$ cat src/rtl/prim_onehot_sel_gen_pkg.sv
// rtl/prim_onehot_sel_gen_pkg.sv - state encoding and error-cause indices for prim_onehot_sel_gen
package prim_onehot_sel_gen_pkg;

  // 2'b11 is never assigned; the FSM decodes it as IDLE and recovers on the next edge.
  typedef enum logic [1:0] {
    IDLE   = 2'b00,
    ACTIVE = 2'b01,
    GAP    = 2'b10
  } state_e;

  localparam int ErrRange   = 0;
  localparam int ErrTimeout = 1;
  localparam int ErrCheck   = 2;

endpackage

$ cat src/rtl/prim_onehot_sel_gen.sv
// rtl/prim_onehot_sel_gen.sv - registered binary-to-onehot select generator with break-before-make gap
// Define PRIM_ONEHOT_SEL_GEN_SELFCHECK_EN to attach prim_onehot_check to the registered outputs.
module prim_onehot_sel_gen
  import prim_onehot_sel_gen_pkg::*;
#(
  parameter int AddrWidth   = 5,
  parameter int OneHotWidth = 2**AddrWidth,
  parameter int GapCycles   = 1,
  parameter int MaxHold     = 0
) (
  input  logic                   clk_i,
  input  logic                   rst_i,
  input  logic                   req_valid_i,
  input  logic [AddrWidth-1:0]   req_addr_i,
  output logic                   req_ready_o,
  input  logic                   release_i,
  output logic [OneHotWidth-1:0] oh_o,
  output logic [AddrWidth-1:0]   addr_o,
  output logic                   en_o,
  output logic                   busy_o,
  output logic [2:0]             err_cause_o,
  output logic                   err_o,
  input  logic                   clr_err_i
);

  localparam int                   GapW    = $clog2(GapCycles + 1);
  localparam logic [GapW-1:0]      GapLast = GapW'(GapCycles - 1);
  localparam logic [AddrWidth:0]   OhLimit = (AddrWidth + 1)'(OneHotWidth);
  localparam logic [OneHotWidth-1:0] OhOne = {{(OneHotWidth - 1){1'b0}}, 1'b1};

  state_e                 state;
  logic [OneHotWidth-1:0] oh;
  logic [AddrWidth-1:0]   addr;
  logic                   en;
  logic                   busy;
  logic [GapW-1:0]        gap_cnt;
  logic [2:0]             err_cause;
  logic [2:0]             err_set;
  logic                   in_active, in_gap, idle, accept, in_range, timeout, check_err;

  assign in_active = (state == ACTIVE);
  assign in_gap    = (state == GAP);
  assign idle      = !(in_active || in_gap);
  assign accept    = idle && req_valid_i;
  assign in_range  = {1'b0, req_addr_i} < OhLimit;

  // The hold counter sits at zero outside ACTIVE, so it starts fresh on every selection.
  if (MaxHold > 0) begin : g_hold
    localparam int               HoldW    = $clog2(MaxHold + 1);
    localparam logic [HoldW-1:0] HoldLast = HoldW'(MaxHold - 1);
    logic [HoldW-1:0] hold_cnt;

    always_ff @(posedge clk_i or posedge rst_i) begin
      if (rst_i) begin
        hold_cnt <= '0;
      end else if (!in_active) begin
        hold_cnt <= '0;
      end else if (hold_cnt != HoldLast) begin
        hold_cnt <= hold_cnt + 1'b1;
      end
    end

    assign timeout = in_active && (hold_cnt == HoldLast);
  end else begin : g_no_hold
    assign timeout = 1'b0;
  end

  always_ff @(posedge clk_i or posedge rst_i) begin
    if (rst_i) begin
      state   <= IDLE;
      oh      <= '0;
      addr    <= '0;
      en      <= 1'b0;
      busy    <= 1'b0;
      gap_cnt <= '0;
    end else begin
      case (state)
        ACTIVE: begin
          if (release_i || timeout) begin
            state   <= GAP;
            oh      <= '0;
            addr    <= '0;
            en      <= 1'b0;
            gap_cnt <= '0;
          end
        end
        GAP: begin
          if (gap_cnt == GapLast) begin
            state <= IDLE;
            busy  <= 1'b0;
          end else begin
            gap_cnt <= gap_cnt + 1'b1;
          end
        end
        default: begin
          if (accept && in_range) begin
            state <= ACTIVE;
            oh    <= OhOne << req_addr_i;
            addr  <= req_addr_i;
            en    <= 1'b1;
            busy  <= 1'b1;
          end else begin
            state <= IDLE;
          end
        end
      endcase
    end
  end

`ifdef PRIM_ONEHOT_SEL_GEN_SELFCHECK_EN
  prim_onehot_check #(
    .AddrWidth            (AddrWidth),
    .OneHotWidth          (OneHotWidth),
    .AddrCheck            (1),
    .EnableCheck          (1),
    .StrictCheck          (1),
    .EnableAlertTriggerSVA(0)
  ) u_check (
    .clk_i  (clk_i),
    .rst_ni (~rst_i),
    .oh_i   (oh),
    .addr_i (addr),
    .en_i   (en),
    .err_o  (check_err)
  );
`else
  assign check_err = 1'b0;
`endif

  // A release in the timeout cycle wins, so no timeout cause is raised then.
  always_comb begin
    err_set             = '0;
    err_set[ErrRange]   = accept && !in_range;
    err_set[ErrTimeout] = timeout && !release_i;
    err_set[ErrCheck]   = check_err;
  end

  always_ff @(posedge clk_i or posedge rst_i) begin
    if (rst_i) begin
      err_cause <= '0;
    end else if (clr_err_i) begin
      err_cause <= err_set;
    end else begin
      err_cause <= err_cause | err_set;
    end
  end

  assign req_ready_o = idle;
  assign oh_o        = oh;
  assign addr_o      = addr;
  assign en_o        = en;
  assign busy_o      = busy;
  assign err_cause_o = err_cause;
  assign err_o       = |err_cause;

endmodule
$ cat config.mk
export PLATFORM = sky130hd
export DESIGN_NAME = prim_onehot_sel_gen
export DESIGN_NICKNAME = d
export VERILOG_FILES = /design/src/rtl/prim_onehot_sel_gen_pkg.sv /design/src/rtl/prim_onehot_sel_gen.sv
export SDC_FILE = /design/constraint.sdc
export NUM_CORES = 1
export LEC_CHECK = 0
export CAP_MARGIN = 40
export CORE_ASPECT_RATIO = 1.75
export CORE_MARGIN = 5
export CORE_UTILIZATION = 41
export DETAILED_ROUTE_END_ITERATION = 12
export PLACE_DENSITY = 0.87
export SLEW_MARGIN = 5
export SYNTH_ARGS = -nofsm -noshare
export SYNTH_HDL_FRONTEND = slang
export SYNTH_SLANG_ARGS = --single-unit
$ cat constraint.sdc
create_clock -name clk_i -period 1.68 [get_ports clk_i]
set_input_delay 0.336 -clock clk_i [delete_from_list [all_inputs] [get_ports clk_i]]
set_output_delay 0.336 -clock clk_i [all_outputs]
set_load 0.02 [all_outputs]
## Word level (Yosys, flattened, before mapping)

Index checks and enable logic that the tools add are counted.
W data, S select, Z words.

- Input port bits: 10
- Logic and storage cells: 41
- Register bits after elaboration: 42
- Output and inout bits: 44

- Shifts and indexed selects: 1
- $add $sub $neg: 1
- Muxes and demuxes: 17
- Bitwise operators: 2
- Equal/unequal tests: 4
- Reductions and logical operators: 10

Operators with widths:

| cell | number |
|---|---|
| $mux W32 | 2 |
| $pmux W32 S2 | 1 |
| $shl A1 B5 Y32 const A | 1 |
| $mux W5 | 2 |
| $pmux W5 S2 | 1 |
| $pmux W1 S2 | 3 |
| $reduce_and A3 Y1 | 2 |
| $reduce_bool A2 Y1 | 3 |
| $mux W1 | 5 |
| $mux W2 | 2 |
| $ne A2 B2 Y1 const B | 2 |
| $pmux W2 S2 | 1 |
| $reduce_and A2 Y1 | 2 |
| $eq A2 B1 Y1 const B | 1 |
| $eq A2 B2 Y1 const B | 1 |
| $not A1 Y1 | 2 |
| $add A1 B1 Y1 const B | 1 |
| $logic_and A1 B1 Y1 | 1 |
| $logic_not A1 Y1 | 1 |
| $logic_or A1 B1 Y1 | 1 |

## Depth between registers and ports, before layout

Gate-level depths: netlist of the first run.

- Depth in word-level cells: 6
- Depth in mapped cells: 7
- Depth with buffers taken out: 5

## Worst setup path before layout of the first run

Ideal clock, no wire load.

- Kind: register to register
- Start: register state[0]
- End: register oh[17] (netlist: oh_o[17])
- Cell stages (with the launch flop): 8
- Path buffers: 2
- Required time: 1.559 ns
- Setup slack: -0.084 ns
- Clock period less this slack: 1.764 ns
- Setup time: 0.121 ns
- Arrival: 1.643 ns
- Cell sequence: dfrtp_1 inv_1 ha_1 and4bb_4 a31oi_1 buf_6 buf_6 a22o_1

- Word-level cells in the longest chain between the ends: 6
- Elaborated cells on any way between the ends: 10
- Classes of those cells: 3 x eq/ne; 1 x mux; 1 x bitwise; 5 x reduce/logical

Ends and longest elaborated chain:

| what | RTL line | RTL |
|---|---|---|
| from (decl) | prim_onehot_sel_gen.sv:31 | `state_e state;` |
| from (signal assigned) | prim_onehot_sel_gen.sv:70 | `state <= IDLE;` |
| from (signal assigned) | prim_onehot_sel_gen.sv:80 | `state <= GAP;` |
| from (signal assigned) | prim_onehot_sel_gen.sv:89 | `state <= IDLE;` |
| $eq A2 B1 Y1 / $eq A2 B2 Y1 (equally long branches) | prim_onehot_sel_gen.sv:41, prim_onehot_sel_gen.sv:42 |  |
| $logic_or A1 B1 Y1 (*) | prim_onehot_sel_gen.sv:43 | `assign idle = !(in_active \|\| in_gap);` |
| $logic_not A1 Y1 (*) | prim_onehot_sel_gen.sv:43 |  |
| via req_ready_o | prim_onehot_sel_gen.sv:15 | `output logic req_ready_o,` |
| $logic_and A1 B1 Y1 (*) | prim_onehot_sel_gen.sv:44 | `assign accept = idle && req_valid_i;` |
| $reduce_bool A2 Y1 (no source line) (*) | - |  |
| $reduce_and A3 Y1 (no source line) (*) | - |  |
| to (signal assigned) | prim_onehot_sel_gen.sv:98 | `oh <= OhOne << req_addr_i;` |
| to (decl) | prim_onehot_sel_gen.sv:32 | `logic [OneHotWidth-1:0] oh;` |

The timed path passes the listed nets; every way through them passes the cells marked *.
A chain may end at the register's enable or synchronous reset.

## Worst setup path in the final report of the first run

- Start: register state[0]
- End: register oh[10] (netlist: oh_o[10])

- Word-level cells in the longest chain between the ends: 6
- Elaborated cells on any way between the ends: 10
- Classes of those cells: 3 x eq/ne; 1 x mux; 1 x bitwise; 5 x reduce/logical

Ends and longest elaborated chain:

| what | RTL line |
|---|---|
| $eq A2 B1 Y1 / $eq A2 B2 Y1 (equally long branches) | prim_onehot_sel_gen.sv:41, prim_onehot_sel_gen.sv:77, prim_onehot_sel_gen.sv:42 |
| $logic_or A1 B1 Y1 | prim_onehot_sel_gen.sv:43 |
| $logic_not A1 Y1 | prim_onehot_sel_gen.sv:43 |
| $logic_and A1 B1 Y1 | prim_onehot_sel_gen.sv:44 |
| $reduce_bool A2 Y1 (no source line) | - |
| $reduce_and A3 Y1 (no source line) | - |

Several ways; a longest one is shown, not always the timed one.

==> reports/metrics.cfg, run 1 <==
[worst_setup_path]
worst_ep_required_time_ns = 1.85
rrSetupSlack_ns = -0.02
cp_slowest_cell = dfrtp_1
endpoint_kind = flop
r2r_cells = 6
critical-path-top-delay-family = flip-flops
cp-start-kind = flop
crit_path_max_incr_delay_ns = 0.40
critical_path_class = reg2reg
r2r-end = oh_o[10]
path_cells = inv_2 -> ha_4 -> and4bb_4 -> a31oi_4 -> buf_12 -> a22o_1
critPathBufInv = 2
critPathMaxFanout = 11
r2r_start = state[0]
worstPathArrival_ns = 1.87

[sta]
period_share_pct = 101.3
rsz0062_at_grt = true
setup_viol = 7
hold_violations = 0
finalWorstSetupSlack_ns = -0.02110
max_freq_mhz = 587.9
maxSlewViolCount = 0
layout_min_cycle_time_ns = 1.701
finClkSkew_ns = 0.001539

[cts]
htreeDepth = 2
path_clk_slew_ns = 0.08
clk_latency_ns = 0.29
hold_buffers = 0
root_buffer = clkbuf_8
clockBufferDepth = 2
numClockSinks = 41
numCtsBuffers = 5
cts_tree = built

[detailed_routing]
viasPerCell = 5.517
routedWlPerCell_um = 18.94
dr_total_vias = 1302
firstDrtPassIters = 4
drc = 0
wirelength_mm = 4.471
drtIter0Drc = 24
detail-route-antenna-nets = 0

[yosys]
syn_area_um2 = 1683
synth_flop_cell = dfrtp_1
netlist_top_cells_area = dfrtp_1, a22o_1, buf_4, ha_1, o2bb2ai_1
synth_most_common_cell = dfrtp_1
synth_edf_count = 0
synth_seq_area_share_pct = 60.97
synth_cell_types = 26
syn_inst = 126
synth.avg_cell_area_um2 = 13.36
synth_common_cells = dfrtp_1, a22o_1, inv_1
ys_ff_latch = 41
synthDominantCellAreaShare_pct = 60.97
ys_warn_count = 0
netlist.top_cell.by_area = dfrtp_1
async_flop_share_pct = 100.0

[layout]
fin_util_pct = 63.05
synthToLayoutAreaGrowth_pct = 47.66
nets = 200
fillers = 302
fin_area_um2 = 2485
final_layout_size_suffix_gt1_share_pct = 19.15
antenna_cells = 0

[placed_design]
numPortBuffers = 48
place_area_um2 = 2261
dpl.hpwl_mm = 3.034
routabilityCongestion = 0.7395

[hold_path]
hold_path.class = in2async

[outcome]
violations = setup timing
status = complete, but fails checks

[pwr]
p_leak_nw = 1.152
power-per-cell-area_nw_per_um2 = 1532
ir_drop_mv = 1.073

[die]
die-area_um2 = 5536
initial_core_util_pct = 42.70
io_pins = 54
die_x_um = 58.43
die_height_um = 94.75
num_rows = 30
coreArea_um2 = 3941

[global_route]
grt_max_degree = 23
grt_usage_pct = 16.84
antenna_found_initial = 0
grt_pass1_vias = 1370
gr-total-overflow = 0
grt_pass1_wl_mm = 7.058

[flow_run]
maxCapViolCount = 0

[layer usage]
metal  share of wire, %  up-vias  GRT usage (%)
li1                   -      583              -
met1                 38      639          19.60
met2                 54       66          28.82
met3                5.8       14          3.557
met4                2.6        0          7.930
met5                  0        -              0
[stage by stage]
| step | setup WS (ns) | total power (W) | cells | hold WS, ns | setup TNS, ns |
|---|---|---|---|---|---|
| after CTS | -0.01406 | 0.003738 | 234 | 0.3804 | -0.03166 |
| after global placement | -0.07017 | 0.002692 | 224 | 0.4624 | -1.363 |
| after floorplan | 0.03114 | 0.002182 | 129 | 0.4745 | 0 |
| after detailed placement | -0.1384 | 0.002742 | 224 | 0.4722 | -2.847 |
| final | -0.02110 | 0.003808 | 236 | 0.3774 | -0.06871 |
| after global routing | -0.07906 | 0.003986 | 236 | 0.4123 | -1.470 |
[cell type report]
cell class	count	area, um^2	share of cell area, %
clock inverter	1	30.03	1.208
multi-input combinational	68	611.8	24.62
clock buffer	7	86.33	3.474
inverter	8	30.03	1.208
tap	48	60.06	2.417
timing repair buffer	63	640.6	25.78
sequential	41	1026	41.29
[power by group]
| part | internal [W] | switching, W | total (W) |
|---|---|---|---|
| registers | 0.00118 | 0.000129 | 0.00130 |
| logic | 0.000839 | 0.000847 | 0.00169 |
| clock network | 0.000485 | 0.000333 | 0.000818 |
| total | 0.00250 | 0.00131 | 0.00381 |
[sequential cells by signal, summed over array words and instances, names as in the netlist]
| register | flops |
|---|---|
| oh_o | 32 |
| addr_o | 5 |
| state | 2 |
| busy_o | 1 |
| en_o | 1 |
[worst max-delay path by stage]
| stage | to | start | slack [ns] | depth (start not counted) |
|---|---|---|---|---|
| final | oh_o[10] | state[0] | -0.02 | 6 |
| after global routing | oh_o[10] | state[0] | -0.08 | 6 |
| after detailed placement | oh_o[1] | req_valid_i | -0.14 | 5 |
| after floorplan | oh_o[17] | state[0] | 0.03 | 7 |
| after global placement | oh_o[0] | req_valid_i | -0.07 | 5 |
| after CTS | oh_o[10] | state[0] | -0.01 | 6 |
[tightest hold or removal path, stage by stage]
cell and delay (ns):
clkdlybuf4s50_1 0.39, inv_1 0.06, buf_4 0.25
[cell families after synthesis]
group / after synthesis / share of synthesized area, %
AO/OA/AOI/OAI: 43 / 21.34
adder cells (fa/ha/maj): 3 / 2.231
buffers and inverters: 20 / 6.989
flip-flops: 41 / 60.97
other: 1 / 0.2228
AND/OR/NAND/NOR: 18 / 8.254
[placed cells by master, fill, tap and decap left out, types with 3 or more instances in the layout]
cell,synthesis,layout
clkdlybuf4s50_1,0,46
a22o_1,33,33
dfrtp_1,41,41
buf_4,5,10
conb_1,1,4
inv_1,8,6
and4b_1,3,3
o2bb2ai_2,0,4
clkbuf_8,0,6
[repair_timing]
action / 4_1_cts / 5_1_grt
endpoints found under the hold margin: 0 / 0
endpoints found under the setup margin: 27 / 35
pin swaps: 1 / 6
gates cloned: 1 / 1
buffers inserted: 1 / 1
gates resized for setup: 10 / 8
No activity file was read; power rests on OpenSTA's default activity.
==> run 2, diff against run 1 <==
--- a/config.mk
+++ b/config.mk
@@ -9,8 +9,10 @@
 export CORE_ASPECT_RATIO = 1.75
 export CORE_MARGIN = 5
 export CORE_UTILIZATION = 41
+export CTS_CLUSTER_SIZE = 40
 export DETAILED_ROUTE_END_ITERATION = 12
-export PLACE_DENSITY = 0.87
+export PLACE_DENSITY = 0.75
+export SKIP_LAST_GASP = 1
 export SLEW_MARGIN = 5
 export SYNTH_ARGS = -nofsm -noshare
 export SYNTH_HDL_FRONTEND = slang
==> run 2 against run 1 <==
The run still ends with setup timing left. Maximum frequency is 1.9% lower. Utilization is 1.5 points higher. Final cell count is 1.7% higher. Sequential share of layout area is 0.91 points lower. Critical path depth is 1 higher.
==> reports/metrics.cfg, run 2 (synthesis results as in run 1) <==
[die]
coreArea_um2 = 3941  ; unchanged
io_pins = 54  ; unchanged
die_x_um = 58.43  ; unchanged
die_height_um = 94.75  ; unchanged
initial_core_util_pct = 42.70  ; unchanged
die-area_um2 = 5536  ; unchanged
num_rows = 30  ; unchanged

[placed_design]
place_area_um2 = 2258  ; was 2261 um^2
routabilityCongestion = 0.7296  ; was 0.7395
dpl.hpwl_mm = 2.941  ; was 3.034 mm
numPortBuffers = 48  ; unchanged

[detailed_routing]
viasPerCell = 5.517  ; about the same
wirelength_mm = 4.497  ; was 4.471 mm
detail-route-antenna-nets = 0  ; unchanged
routedWlPerCell_um = 18.74  ; was 18.94 um
dr_total_vias = 1324  ; was 1302
drc = 0  ; unchanged
firstDrtPassIters = 4  ; unchanged
drtIter0Drc = 27  ; was 24

[layout]
nets = 204  ; was 200
final_common_cell = clkdlybuf4s50_1  ; unchanged
final_layout_size_suffix_gt1_share_pct = 19.27  ; was 19.15%
synthToLayoutAreaGrowth_pct = 51.15  ; was 47.66%
antenna_cells = 0  ; unchanged
mostFrequentLayoutCells = clkdlybuf4s50_1, dfrtp_1, a22o_1  ; unchanged
largest_register_ffs = 32  ; unchanged
fin_area_um2 = 2544  ; was 2485 um^2

[cts]
cts_tree = built  ; unchanged
numClockSinks = 41  ; unchanged
hold_buffers = 0  ; unchanged
numCtsBuffers = 5  ; unchanged
clockBufferDepth = 2  ; unchanged
htreeDepth = 2  ; unchanged
path_clk_slew_ns = 0.07  ; was 0.08 ns
root_buffer = clkbuf_8  ; unchanged
clk_latency_ns = 0.29  ; about the same

[pwr]
power-per-cell-area_nw_per_um2 = 1583  ; was 1532 nW/um^2
p_leak_nw = 1.166  ; was 1.152 nW
ir_drop_mv = 1.549  ; was 1.073 mV

[sta]
hold_violations = 0  ; unchanged
finalWorstSetupSlack_ns = -0.05422  ; was -0.02110 ns
layout_min_cycle_time_ns = 1.734  ; was 1.701 ns
finClkSkew_ns = 0.002474  ; was 0.001539 ns
rsz0062_at_grt = true  ; unchanged
max_freq_mhz = 576.6  ; was 587.9 MHz
maxSlewViolCount = 0  ; unchanged
setup_viol = 33  ; was 7
period_share_pct = 103.2  ; was 101.3%
setup_tns_ns = -1.111  ; was -0.06871 ns

[worst_setup_path]
r2r-end = oh_o[20]  ; was oh_o[10]
r2r_start = state[1]  ; was state[0]
critical_path_class = reg2reg  ; unchanged
worstPathArrival_ns = 1.91  ; was 1.87 ns
crit_path_max_incr_delay_ns = 0.44  ; was 0.40 ns
critPathMaxFanout = 9  ; was 11
endpoint = oh_o[20]  ; was oh_o[10]
r2r_cells = 7  ; was 6
path_cells = inv_2 -> ha_4 -> and4bb_4 -> a31oi_4 -> buf_12 -> buf_6 -> a22o_1  ; was inv_2 -> ha_4 -> and4bb_4 -> a31oi_4 -> buf_12 -> a22o_1
worst_ep_required_time_ns = 1.86  ; was 1.85 ns
cp-start-kind = flop  ; unchanged
rrSetupSlack_ns = -0.05  ; was -0.02 ns
critPathLaunch = state[1]  ; was state[0]
cp_slowest_cell = dfrtp_1  ; unchanged
endpoint_kind = flop  ; unchanged

[global_route]
grt_pass1_wl_mm = 6.555  ; was 7.058 mm
grt_max_degree = 42  ; was 23
antenna_found_initial = 0  ; unchanged
grt_pass1_vias = 1333  ; was 1370
grt_usage_pct = 15.50  ; was 16.84%
gr-total-overflow = 0  ; unchanged

[flow_run]
maxCapViolCount = 0  ; unchanged

[outcome]
status = complete, but fails checks  ; unchanged
violations = setup timing  ; unchanged

[hold_path]
hold_path.class = in2async  ; unchanged

## run 2: per-layer routing
metal  GRT usage, %  share of wire [%]
met5              0                  0
met4          5.996                2.7
met3          3.967                5.5
met2          26.21                 54
met1          18.47                 38
## run 2: how the worst min path moves through the flow
stage / cells after the start / to / start
6_report: 3 / oh_o[3] / rst_i
5_1_grt: 3 / oh_o[3] / rst_i
4_1_cts: 3 / oh_o[3] / rst_i
3_5_place_dp: 1 / en_o / en_o
3_3_place_gp: 1 / en_o / en_o
2_1_floorplan: 2 / state[0] / req_valid_i
## run 2: through the flow
step | setup WS (ns) | hold slack [ns] | power, W | util [%] | cells
finish | -0.05422 | 0.4090 | 0.004028 | 64.54 | 240
global route | -0.09478 | 0.4507 | 0.004222 | 64.54 | 240
CTS | -0.01766 | 0.4045 | 0.003567 | 60.60 | 231
detailed placement | -0.1087 | 0.4712 | 0.002726 | 57.30 | 222
global placement | -0.07649 | 0.4671 | 0.002672 | 57.30 | 222
floorplan | 0.03114 | 0.4745 | 0.002182 | - | 129
## run 2: power breakdown
| part | total (W) | internal [W] | switching (W) |
|---|---|---|---|
| sequential | 0.00131 | 0.00118 | 0.000134 |
| combinational | 0.00191 | 0.00101 | 0.000902 |
| clock | 0.000804 | 0.000484 | 0.000320 |
## run 2: area by class of cell
cell class | count | area (um^2)
Sequential cell | 41 | 1027
Clock buffer | 7 | 86.33
Fill cell | 304 | 1398
Timing Repair Buffer | 66 | 700.7
Tap cell | 48 | 60.06
Multi-Input combinational cell | 69 | 609.3
Clock inverter | 1 | 30.03
Inverter | 8 | 30.03
## run 2: repair_timing
item                                    4_1_cts  5_1_grt
resized for setup                             3        7
pin swaps                                     1       22
endpoints found under the setup margin       33       39
setup buffers                                 0        4
cloned                                        1        5
## run 2: worst max-delay path: cells and delay by family, from the launching register on
kind | cells | cell delay (ns)
compound gates | 2 | 0.27
fa+ha+maj | 1 | 0.16
buf+inv | 3 | 0.38
flops | 1 | 0.44
simple gates | 1 | 0.38
